$ cat src/rtl/dmem_responder_if.sv
// Data-memory request/response bundle between the MEM stage and the responder.
// master: pipeline side (drives requests, sees stall/completion).
// slave : responder side (sees requests, drives stall/completion/read data/error).
interface dmem_responder_if;
  logic        MemRead_i;
  logic        MemWrite_i;
  logic [31:0] addr_i;
  logic [31:0] data_i;
  logic        busy_o;
  logic        done_o;
  logic [31:0] data_o;
  logic        err_o;

  modport master (
    output MemRead_i, MemWrite_i, addr_i, data_i,
    input  busy_o, done_o, data_o, err_o
  );

  modport slave (
    input  MemRead_i, MemWrite_i, addr_i, data_i,
    output busy_o, done_o, data_o, err_o
  );
endinterface

$ cat src/rtl/dmem_responder.sv
// Memory-side responder for the MEM-stage data-memory interface.
// Accepts one read or write at a time, executes it against an internal word
// array LATENCY cycles after acceptance, stalls the pipeline meanwhile and
// returns a one-cycle completion with read data and error status.
// Ports:
//   clk_i  - clock, rising edge
//   rst_i  - asynchronous active-low reset
//   bus    - request/response bundle (slave side): MemRead_i, MemWrite_i,
//            addr_i, data_i in; busy_o (combinational stall), done_o,
//            data_o (registered read data), err_o (valid with done_o) out
module dmem_responder #(
  parameter int unsigned DEPTH_WORDS = 32,
  parameter int unsigned LATENCY     = 3
) (
  input  logic              clk_i,
  input  logic              rst_i,
  dmem_responder_if.slave   bus
);

  localparam int unsigned CNT_W  = 4;
  localparam int unsigned IDX_W  = (DEPTH_WORDS > 1) ? $clog2(DEPTH_WORDS) : 1;
  localparam int unsigned WORD_W = 32;

  typedef enum logic [1:0] {
    IDLE = 2'd0,
    WAIT = 2'd1,
    RESP = 2'd2
  } state_t;

  state_t              state_q, state_d;
  logic [CNT_W-1:0]    cnt_q, cnt_d;
  logic                rd_q, wr_q;
  logic [WORD_W-1:0]   addr_q, wdata_q;
  logic [WORD_W-1:0]   rdata_q;
  logic                err_q;

  logic                req_c;
  logic                busy_c;
  logic                latch_c;
  logic                exec_c;

  logic                op_rd_c, op_wr_c;
  logic [WORD_W-1:0]   op_addr_c, op_wdata_c;
  logic [IDX_W-1:0]    op_idx_c;
  logic                op_err_c;

  logic [WORD_W-1:0]   mem [DEPTH_WORDS];

  // Next-state, counter and stall logic
  always_comb begin
    state_d = state_q;
    cnt_d   = cnt_q;
    busy_c  = 1'b0;
    latch_c = 1'b0;
    exec_c  = 1'b0;
    req_c   = bus.MemRead_i | bus.MemWrite_i;
    case (state_q)
      IDLE: begin
        if (req_c) begin
          busy_c  = 1'b1;
          latch_c = 1'b1;
          cnt_d   = CNT_W'(LATENCY - 1);
          if (LATENCY > 1) begin
            state_d = WAIT;
          end else begin
            // Single-cycle latency: the access happens on the accepting edge
            state_d = RESP;
            exec_c  = 1'b1;
          end
        end
      end
      WAIT: begin
        busy_c = 1'b1;
        cnt_d  = cnt_q - CNT_W'(1);
        if (cnt_q == CNT_W'(1)) begin
          state_d = RESP;
          exec_c  = 1'b1;
        end
      end
      RESP: begin
        state_d = IDLE;
      end
      default: begin
        state_d = IDLE;
      end
    endcase
  end

  // Operands for the access: live inputs on the accepting edge, latched after
  always_comb begin
    if (state_q == IDLE) begin
      op_rd_c    = bus.MemRead_i;
      op_wr_c    = bus.MemWrite_i;
      op_addr_c  = bus.addr_i;
      op_wdata_c = bus.data_i;
    end else begin
      op_rd_c    = rd_q;
      op_wr_c    = wr_q;
      op_addr_c  = addr_q;
      op_wdata_c = wdata_q;
    end
    op_idx_c = op_addr_c[IDX_W+1:2];
    op_err_c = (op_addr_c[1:0] != 2'b00)
             | (op_addr_c[31:2] >= 30'(DEPTH_WORDS))
             | (op_rd_c & op_wr_c);
  end

  // State, counter, request latch and response registers
  always_ff @(posedge clk_i or negedge rst_i) begin
    if (!rst_i) begin
      state_q <= IDLE;
      cnt_q   <= '0;
      rd_q    <= 1'b0;
      wr_q    <= 1'b0;
      addr_q  <= '0;
      wdata_q <= '0;
      rdata_q <= '0;
      err_q   <= 1'b0;
    end else begin
      state_q <= state_d;
      cnt_q   <= cnt_d;
      if (latch_c) begin
        rd_q    <= bus.MemRead_i;
        wr_q    <= bus.MemWrite_i;
        addr_q  <= bus.addr_i;
        wdata_q <= bus.data_i;
      end
      // err_q is only ever set on the access edge, so it is high only in RESP
      err_q <= exec_c & op_err_c;
      if (exec_c) begin
        if (op_err_c) begin
          rdata_q <= '0;
        end else if (op_rd_c) begin
          rdata_q <= mem[op_idx_c];
        end
      end
    end
  end

  // Word array; not reset. Gated by rst_i so an access never commits in reset.
  always_ff @(posedge clk_i) begin
    if (rst_i && exec_c && op_wr_c && !op_err_c) begin
      mem[op_idx_c] <= op_wdata_c;
    end
  end

  assign bus.busy_o = rst_i & busy_c;
  assign bus.done_o = (state_q == RESP);
  assign bus.data_o = rdata_q;
  assign bus.err_o  = err_q;

endmodule
$ cat src/flat_wrapper.sv
// flat-port wrapper written by rule: the top's interface ports become plain ports
module dmem_responder_flat 
#(
  parameter int unsigned DEPTH_WORDS = 32,
  parameter int unsigned LATENCY     = 3
)
  (clk_i, rst_i, bus_MemRead_i, bus_MemWrite_i, bus_addr_i, bus_data_i, bus_busy_o, bus_done_o, bus_data_o, bus_err_o);
  dmem_responder_if bus_i ();
  input  logic clk_i;
  input  logic rst_i;
  input wire logic [$bits(bus_i.MemRead_i)-1:0] bus_MemRead_i;
  input wire logic [$bits(bus_i.MemWrite_i)-1:0] bus_MemWrite_i;
  input wire logic [$bits(bus_i.addr_i)-1:0] bus_addr_i;
  input wire logic [$bits(bus_i.data_i)-1:0] bus_data_i;
  output wire logic [$bits(bus_i.busy_o)-1:0] bus_busy_o;
  output wire logic [$bits(bus_i.done_o)-1:0] bus_done_o;
  output wire logic [$bits(bus_i.data_o)-1:0] bus_data_o;
  output wire logic [$bits(bus_i.err_o)-1:0] bus_err_o;
  assign bus_i.MemRead_i = bus_MemRead_i;
  assign bus_i.MemWrite_i = bus_MemWrite_i;
  assign bus_i.addr_i = bus_addr_i;
  assign bus_i.data_i = bus_data_i;
  assign bus_busy_o = bus_i.busy_o;
  assign bus_done_o = bus_i.done_o;
  assign bus_data_o = bus_i.data_o;
  assign bus_err_o = bus_i.err_o;
  dmem_responder #(.DEPTH_WORDS(DEPTH_WORDS), .LATENCY(LATENCY)) u_core (.clk_i(clk_i), .rst_i(rst_i), .bus(bus_i));
endmodule
$ cat config.mk
export PLATFORM = sky130hd
export DESIGN_NAME = dmem_responder_flat
export DESIGN_NICKNAME = d
export VERILOG_FILES = /design/src/rtl/dmem_responder_if.sv /design/src/rtl/dmem_responder.sv /design/src/flat_wrapper.sv
export SDC_FILE = /design/constraint.sdc
export NUM_CORES = 1
export LEC_CHECK = 0
export BUFFER_PORTS_ARGS = -buffer_cell sky130_fd_sc_hd__buf_2
export CORE_MARGIN = 2
export CORE_UTILIZATION = 56
export DETAILED_ROUTE_END_ITERATION = 8
export MAX_ROUTING_LAYER = met4
export PLACE_DENSITY = 0.75
export SETUP_SLACK_MARGIN = 0.4
export SYNTH_ARGS = -nofsm -noshare
export SYNTH_HDL_FRONTEND = slang
export SYNTH_SLANG_ARGS = --single-unit
$ cat constraint.sdc
create_clock -name clk_i -period 3.61 [get_ports clk_i]
set_input_delay 0 -clock clk_i [delete_from_list [all_inputs] [get_ports clk_i]]
set_output_delay 0 -clock clk_i [all_outputs]
set_load 0.01 [all_outputs]
==> qor.csv, run 1 <==
metric,value,unit
status,"complete, but fails checks",
failing checks,design-rule violations,
Flop pwr share,0.424,
Fillers,4556,
per-cell routed wire length,28.6,um
DRC Markers,1,
routed vias/inst,6.75,
"most used cell, CP",buf_4,
die area,0.0765,mm^2
Final Util,0.664,
remaining antenna violation count after routing,0,
Post-DP HPWL,61000,um
Worst Hold Class,input port to flop,
"Area growth, synth to finish",16.8,%
CTS Buffer Depth,3,
"Net Count, Synth",2561,
combinational group share of total power,0.307,
Num CTS Buffers,105,
Yosys top cell area share,0.739,
Non-Filler Instances,3804,
Core Region,0.0732,mm^2
Post-synth EDFFs,1024,
CTS tree,yes,
Worst EP required,3.93,ns
Syn Inst Count,2491,
max-cap violations,0,
P_sw,14.0,mW
Die W,277,um
GRT Resource Usage Total,0.289,
Leakage,16.1,nW
peak supply drop,0.767,mV
critical path launch point type,flop,
initial antenna violation count,1,
period utilization,0.884,
Crit Path Max Fanout,17,
most area-consuming cells after synthesis,"edfxtp_1 (74%), o22ai_1 (7.5%), dfrtp_1 (6.3%)",
Int Pwr,27.3,mW
Iteration-0 DRC Markers,3774,
total iterations of the first detailed-routing run,9,
"count leader, synth",edfxtp_1,
Slowest cell on crit path,or4b_4,
routed via count,25674,
first-pass GRT wire length,159000,um
Synthesis Warnings,0,
crit end category,flop,
Routed WL,109000,um
Clk pwr share,0.269,
CP Cell Sequence,"buf_4, or4b_4, o21ai_1, nand2_2, buf_4, nor2_4, buf_4",
# port buffers,102,
I/O pin total,103,
Post-Place Cells,3529,
Hold Startpoint,bus_data_i[21],
Placer Congestion,0.858,
R2R cell count,7,
Worst path max stage delay,0.53,ns
Async SR Flop Fraction,0.0930,
Die Ht,277,um
worst-margin pin slew,1.41,ns
FMAX,313,MHz
Pwr per Cell Area,852,mW/mm^2
Worst Clk Skew,0.0365,ns
synth cell count leaders,"edfxtp_1 (1024), o22ai_1 (499), nand2_1 (181), o21ai_0 (115), dfrtp_1 (105)",
Synth Area per Inst,16.7,um^2
Rows,99,
layout cells sized above 1,0.188,
sw frac,0.339,
post-layout min period,3.19,ns
clk_lat worst skew,0.68,ns
number of distinct library cells after synthesis,51,
hold slack final,0.105,ns
Clock transition at path regs,0.06,ns
multi-input logic area,0.00772,mm^2
count of final hold-check violations,0,
Syn Std Cell Area,0.0416,mm^2
clock sink count,1129,
Crit path depth,7,
post-synthesis sequential area ratio,0.802,
Final Net Count,2825,
Sequential cell area,0.0334,mm^2
CP endpoint,u_core.mem[6][0]$_DFFE_PP_,
gr ovfl total,0,
Seq cells post-synth,1129,
worst r2r src,u_core.state_q[0]$_DFFE_PN0P_,
root buffer cell,clkbuf_16,
Reg-to-Reg End,u_core.mem[6][0]$_DFFE_PP_,
vias in the first global route,25761,
post-synth top area cell,edfxtp_1,
Buf/Inv on CP,3,
Crit path max-delay family,simple AND/OR/NAND/NOR gates,
RSZ-0062 raised after global routing,yes,
kind of critical path,flop to flop,
CTS H-Tree Depth,3,
reg2reg setup slack,0.42,ns
Critical path origin,u_core.state_q[0]$_DFFE_PN0P_,
Synth Flop Type,edfxtp_1,
largest net degree at the start of global routing,70,
Initial Utilization,0.568,
endpoints failing setup,0,
CP arrival,3.51,ns
final slew viol count,0,
worst relative slew slack,0.0589,
[layer usage]
layer	vias up	GRT usage	wire length [um]
li1	10759	-	-
met1	12769	0.381	40300
met2	1847	0.450	52000
met3	299	0.0513	12300
met4	0	0.117	4060
met5	-	-	0
[state kept, by name (all words and copies together), names as in the netlist]
register,cells
u_core.addr_q,32
u_core.bus.data_o,32
u_core.bus.err_o,1
u_core.cnt_q,4
u_core.mem,1024
u_core.rd_q,1
u_core.state_q,2
u_core.wdata_q,32
u_core.wr_q,1
[area by class of cell]
type                       instances  share of cell area
multi-input combinational       1198               0.159
clock buffer                     150              0.0605
clock inverter                    46              0.0113
timing repair buffer             319              0.0574
sequential                      1129               0.687
inverter                           2            0.000155
tap                              959              0.0247
antenna                            1           0.0000515
[worst min path at each step]
stage / to / slack (ns) / cells past startpoint
3_3_place_gp: u_core.addr_q[27]$_DFFE_PN0P_ / 0.25 / 2
3_5_place_dp: u_core.wdata_q[7]$_DFFE_PN0P_ / 0.25 / 2
4_1_cts: u_core.wdata_q[21]$_DFFE_PN0P_ / 0.08 / 3
6_report: u_core.wdata_q[21]$_DFFE_PN0P_ / 0.10 / 3
2_1_floorplan: u_core.addr_q[0]$_DFFE_PN0P_ / -0.30 / 0
5_1_grt: u_core.wdata_q[7]$_DFFE_PN0P_ / 0.11 / 3
[logic make-up (layout without fill, tap and decap cells)]
| kind of cell | after synthesis | in the layout | synth area share |
|---|---|---|---|
| buffers and inverters | 164 | 517 | 0.0195 |
| adder cells (fa/ha/maj) | 2 | 2 | 0.000601 |
| AO/OA/AOI/OAI | 745 | 745 | 0.115 |
| flip-flops | 1129 | 1129 | 0.802 |
| other | 0 | 1 | 0 |
| AND/OR/NAND/NOR | 385 | 385 | 0.0442 |
| multiplexers | 66 | 66 | 0.0178 |
[cell usage in the layout (no fill, tap or decap), types with 4 or more instances in the layout]
cell type      count
a21oi_1            4
a22o_1             4
a22oi_1           13
buf_12            38
buf_2            101
buf_4            112
bufinv_16         10
clkbuf_1          33
clkbuf_16        107
clkbuf_8          10
clkinv_2          25
dfrtp_1          105
dlygate4sd3_1     68
edfxtp_1        1024
mux2_2            65
nand2_1          176
nand2_2            5
nand2b_1           5
nand3b_1           4
nand4_1           33
nor2_1             8
nor2_4            36
nor3_1            25
nor4_1            12
o21ai_0          115
o22ai_1          499
o311ai_0          57
o31ai_1           28
or3_1             63
[worst min-delay path, delay by kind of cell]
| family | cells | cell delay, ns |
|---|---|---|
| buffers and inverters | 2 | 0.61 |
| muxes | 1 | 0.13 |
[stage by stage]
| stage | setup TNS [ns] | instance area [um^2] | setup WS, ns | total power, mW |
|---|---|---|---|---|
| finish | 0 | 48600 | 0.419 | 41.4 |
| global route | 0 | 48600 | 0.264 | 42.7 |
| CTS | 0 | 48500 | 0.373 | 41.0 |
| detailed placement | 0 | 44300 | 0.288 | 30.0 |
| global placement | 0 | 44300 | 0.393 | 29.5 |
| floorplan | -83.81 | 41600 | -0.0864 | 25.1 |
[power by group through the flow]
stage	clock network [mW]	logic (mW)	registers, mW
after floorplan	0	7.42	17.6
after global placement	0	11.7	17.7
after detailed placement	0	12.2	17.8
after CTS	11.2	12.3	17.5
after global routing	11.7	13.4	17.6
final	11.1	12.7	17.5
[timing repair]
item	CTS	global route
hold endpoints to repair	262	0
gates resized for setup	2	8
pin swaps	4	1
hold buffers	68	0
buffers inserted	6	4
endpoints found under the setup margin	242	468
Note: power is estimated with default switching activity, not from simulation.
==> run 2, diff against run 1 <==
--- a/config.mk
+++ b/config.mk
@@ -10,7 +10,9 @@
 export CORE_UTILIZATION = 56
 export DETAILED_ROUTE_END_ITERATION = 8
+export GPL_ROUTABILITY_DRIVEN = 1
 export MAX_ROUTING_LAYER = met4
 export PLACE_DENSITY = 0.75
 export SETUP_SLACK_MARGIN = 0.4
+export SLEW_MARGIN = 30
 export SYNTH_ARGS = -nofsm -noshare
 export SYNTH_HDL_FRONTEND = slang
==> constraint.sdc (replaced) <==
create_clock -name clk_i -period 3.61 [get_ports clk_i]
set_input_delay 0 -clock clk_i [delete_from_list [all_inputs] [get_ports clk_i]]
set_output_delay 0 -clock clk_i [all_outputs]
set_load 0.1 [all_outputs]
==> qor.csv, run 2 (same netlist as run 1, synthesis figures left out) <==
metric,value,unit,change
peak supply drop,0.802,mV,+4.6%
total iterations of the first detailed-routing run,8,,-1
Die W,277,um,unchanged
vias in the first global route,25698,,-0.24%
Slowest cell on crit path,o211ai_1,,
"Most flops, register",u_core.mem,,
Post-Place Cells,3519,,-0.28%
crit end category,flop,,
combinational group share of total power,0.304,,-0.003
sw frac,0.340,,+0.000650
Post-Place Worst Slack,0.254,ns,-0.0336 ns
clk_lat worst skew,0.69,ns,about the same
RSZ-0062 raised after global routing,no,,
hold slack final,0.0880,ns,-0.0166 ns
Pwr per Cell Area,848,mW/mm^2,-0.44%
clock sink count,1129,,unchanged
Worst path max stage delay,0.50,ns,-0.03 ns
first-pass GRT wire length,162000,um,+1.7%
Crit path depth,9,,+2
CTS tree,yes,,
Post-DP HPWL,60700,um,-0.49%
max-cap violations,0,,unchanged
remaining antenna violation count after routing,0,,unchanged
routed vias/inst,6.80,,+0.75%
Worst Clk Skew,0.0394,ns,+0.00294 ns
Crit Path Max Fanout,39,,+22
"most common cell after layout, fill and taps aside",edfxtp_1,,
Fillers,4638,,+1.8%
Crit path max-delay family,compound AO/OA/AOI/OAI gates,,
root buffer cell,clkbuf_16,,
setup ws final,0.489,ns,+0.0700 ns
final slew viol count,0,,unchanged
kind of critical path,flop to flop,,
routed via count,25860,,+0.72%
total chip power,41.3,mW,-0.29%
count of final hold-check violations,0,,unchanged
FMAX,320,MHz,+2.2%
"Area growth, synth to finish",17.0,%,
Worst EP required,4.17,ns,+0.24 ns
post-layout min period,3.12,ns,-0.0700 ns
I/O pin total,103,,unchanged
max reg flops,1024,,unchanged
Non-Filler Instances,3803,,-0.026%
Int Pwr,27.2,mW,-0.38%
Clock transition at path regs,0.06,ns,about the same
DRC Markers,0,,-1
critical path launch point type,flop,,
die area,0.0765,mm^2,unchanged
CTS Buffer Depth,3,,unchanged
GRT Resource Usage Total,0.295,,+0.00601
Placer Congestion,0.929,,+8.3%
Worst Hold Depth,3,,unchanged
R2R cell count,9,,+2
Initial Utilization,0.568,,unchanged
gr ovfl total,0,,unchanged
largest net degree at the start of global routing,67,,-4.3%
layout cells sized above 1,0.196,,+0.00745
Num CTS Buffers,106,,+0.95%
CTS H-Tree Depth,3,,unchanged
CP Cell Sequence,"buf_4, o211ai_1, o21a_4, buf_12, o22ai_1, or3_1, o311ai_0, nand2_1, o31ai_1",,
endpoints failing setup,0,,unchanged
Iteration-0 DRC Markers,3925,,+4.0%
Flop pwr share,0.423,,about the same
Clk pwr share,0.273,,+0.004
Final Util,0.665,,+0.00101
Buf/Inv on CP,2,,-1
Worst Hold Class,input port to flop,,
Routed WL,111000,um,+1.9%
Die Ht,277,um,unchanged
Rows,99,,unchanged
initial antenna violation count,2,,+1
worst-margin pin slew,0.997,ns,-0.412 ns
most frequent cells in the layout,"edfxtp_1 (1024), o22ai_1 (499), nand2_1 (155), o21ai_0 (115), clkbuf_16 (107)",,
status,finished clean,,
period utilization,0.865,,-0.0194
Leakage,16.1,nW,about the same
Final Net Count,2820,,-0.18%
P_sw,14.0,mW,about the same
CP arrival,3.68,ns,+0.17 ns
per-cell routed wire length,29.1,um,+1.9%
Core Region,0.0732,mm^2,unchanged
# port buffers,102,,unchanged
worst relative slew slack,0.334,,+0.275
## run 2: final timing paths
path,slack (ns),start,to
min,0.09,bus_data_i[2],u_core.wdata_q[2]$_DFFE_PN0P_
min reg2reg,0.48,u_core.bus.data_o[22]$_DFFE_PN0P_,u_core.bus.data_o[22]$_DFFE_PN0P_
max reg2reg,0.49,u_core.state_q[0]$_DFFE_PN0P_,u_core.bus.data_o[12]$_DFFE_PN0P_
max in group asynchronous,2.35,rst_i,u_core.bus.data_o[1]$_DFFE_PN0P_
max,0.49,u_core.state_q[0]$_DFFE_PN0P_,u_core.bus.data_o[12]$_DFFE_PN0P_
min in group asynchronous,0.13,rst_i,u_core.wdata_q[18]$_DFFE_PN0P_
## run 2: layout make-up
| class | count | area [um^2] | share of cell area |
|---|---|---|---|
| flip-flops and latches | 1129 | 33400 | 0.686 |
| multi-input cells | 1199 | 7770 | 0.160 |
| clock buffers | 131 | 2850 | 0.0585 |
| repair buffers | 312 | 2730 | 0.0562 |
| well taps | 959 | 1200 | 0.0247 |
| clock inverters | 70 | 713 | 0.0147 |
| inverters | 2 | 7.51 | 0.000154 |
| diodes | 1 | 2.50 | 0.0000514 |
## run 2: power by group through the flow
stage,Combinational (mW),Clock [mW],Sequential (mW)
6_report,12.5,11.2,17.5
5_1_grt,13.3,11.8,17.5
4_1_cts,12.1,11.3,17.5
3_5_place_dp,11.9,0,17.8
3_3_place_gp,11.5,0,17.7
2_1_floorplan,7.45,0,17.7
## run 2: what timing repair did
| action | CTS | global route |
|---|---|---|
| hold buffers | 68 | 0 |
| hold endpoints to repair | 240 | 0 |
| cloned | 1 | 0 |
| pin swaps | 2 | 4 |
| setup endpoints to repair | 191 | 256 |
| setup buffers | 5 | 7 |
| gates resized for setup | 6 | 8 |
## run 2: tightest hold or removal path: stages
cell and delay [ns]:
dlygate4sd3_1 0.51, buf_2 0.10, mux2_2 0.13
## run 2: stage by stage
step / TNS [ns] / instance area (um^2)
2_1_floorplan: -83.81 / 41600
3_3_place_gp: 0 / 44200
3_5_place_dp: 0 / 44200
4_1_cts: 0 / 48500
5_1_grt: 0 / 48700
6_report: 0 / 48700
## run 2: routing by layer
metal,vias up,track usage,wire length (um)
met4,0,0.134,4810
li1,10762,-,-
met1,12795,0.382,39800
met3,343,0.0604,13200
met5,-,-,0
met2,1960,0.454,52800
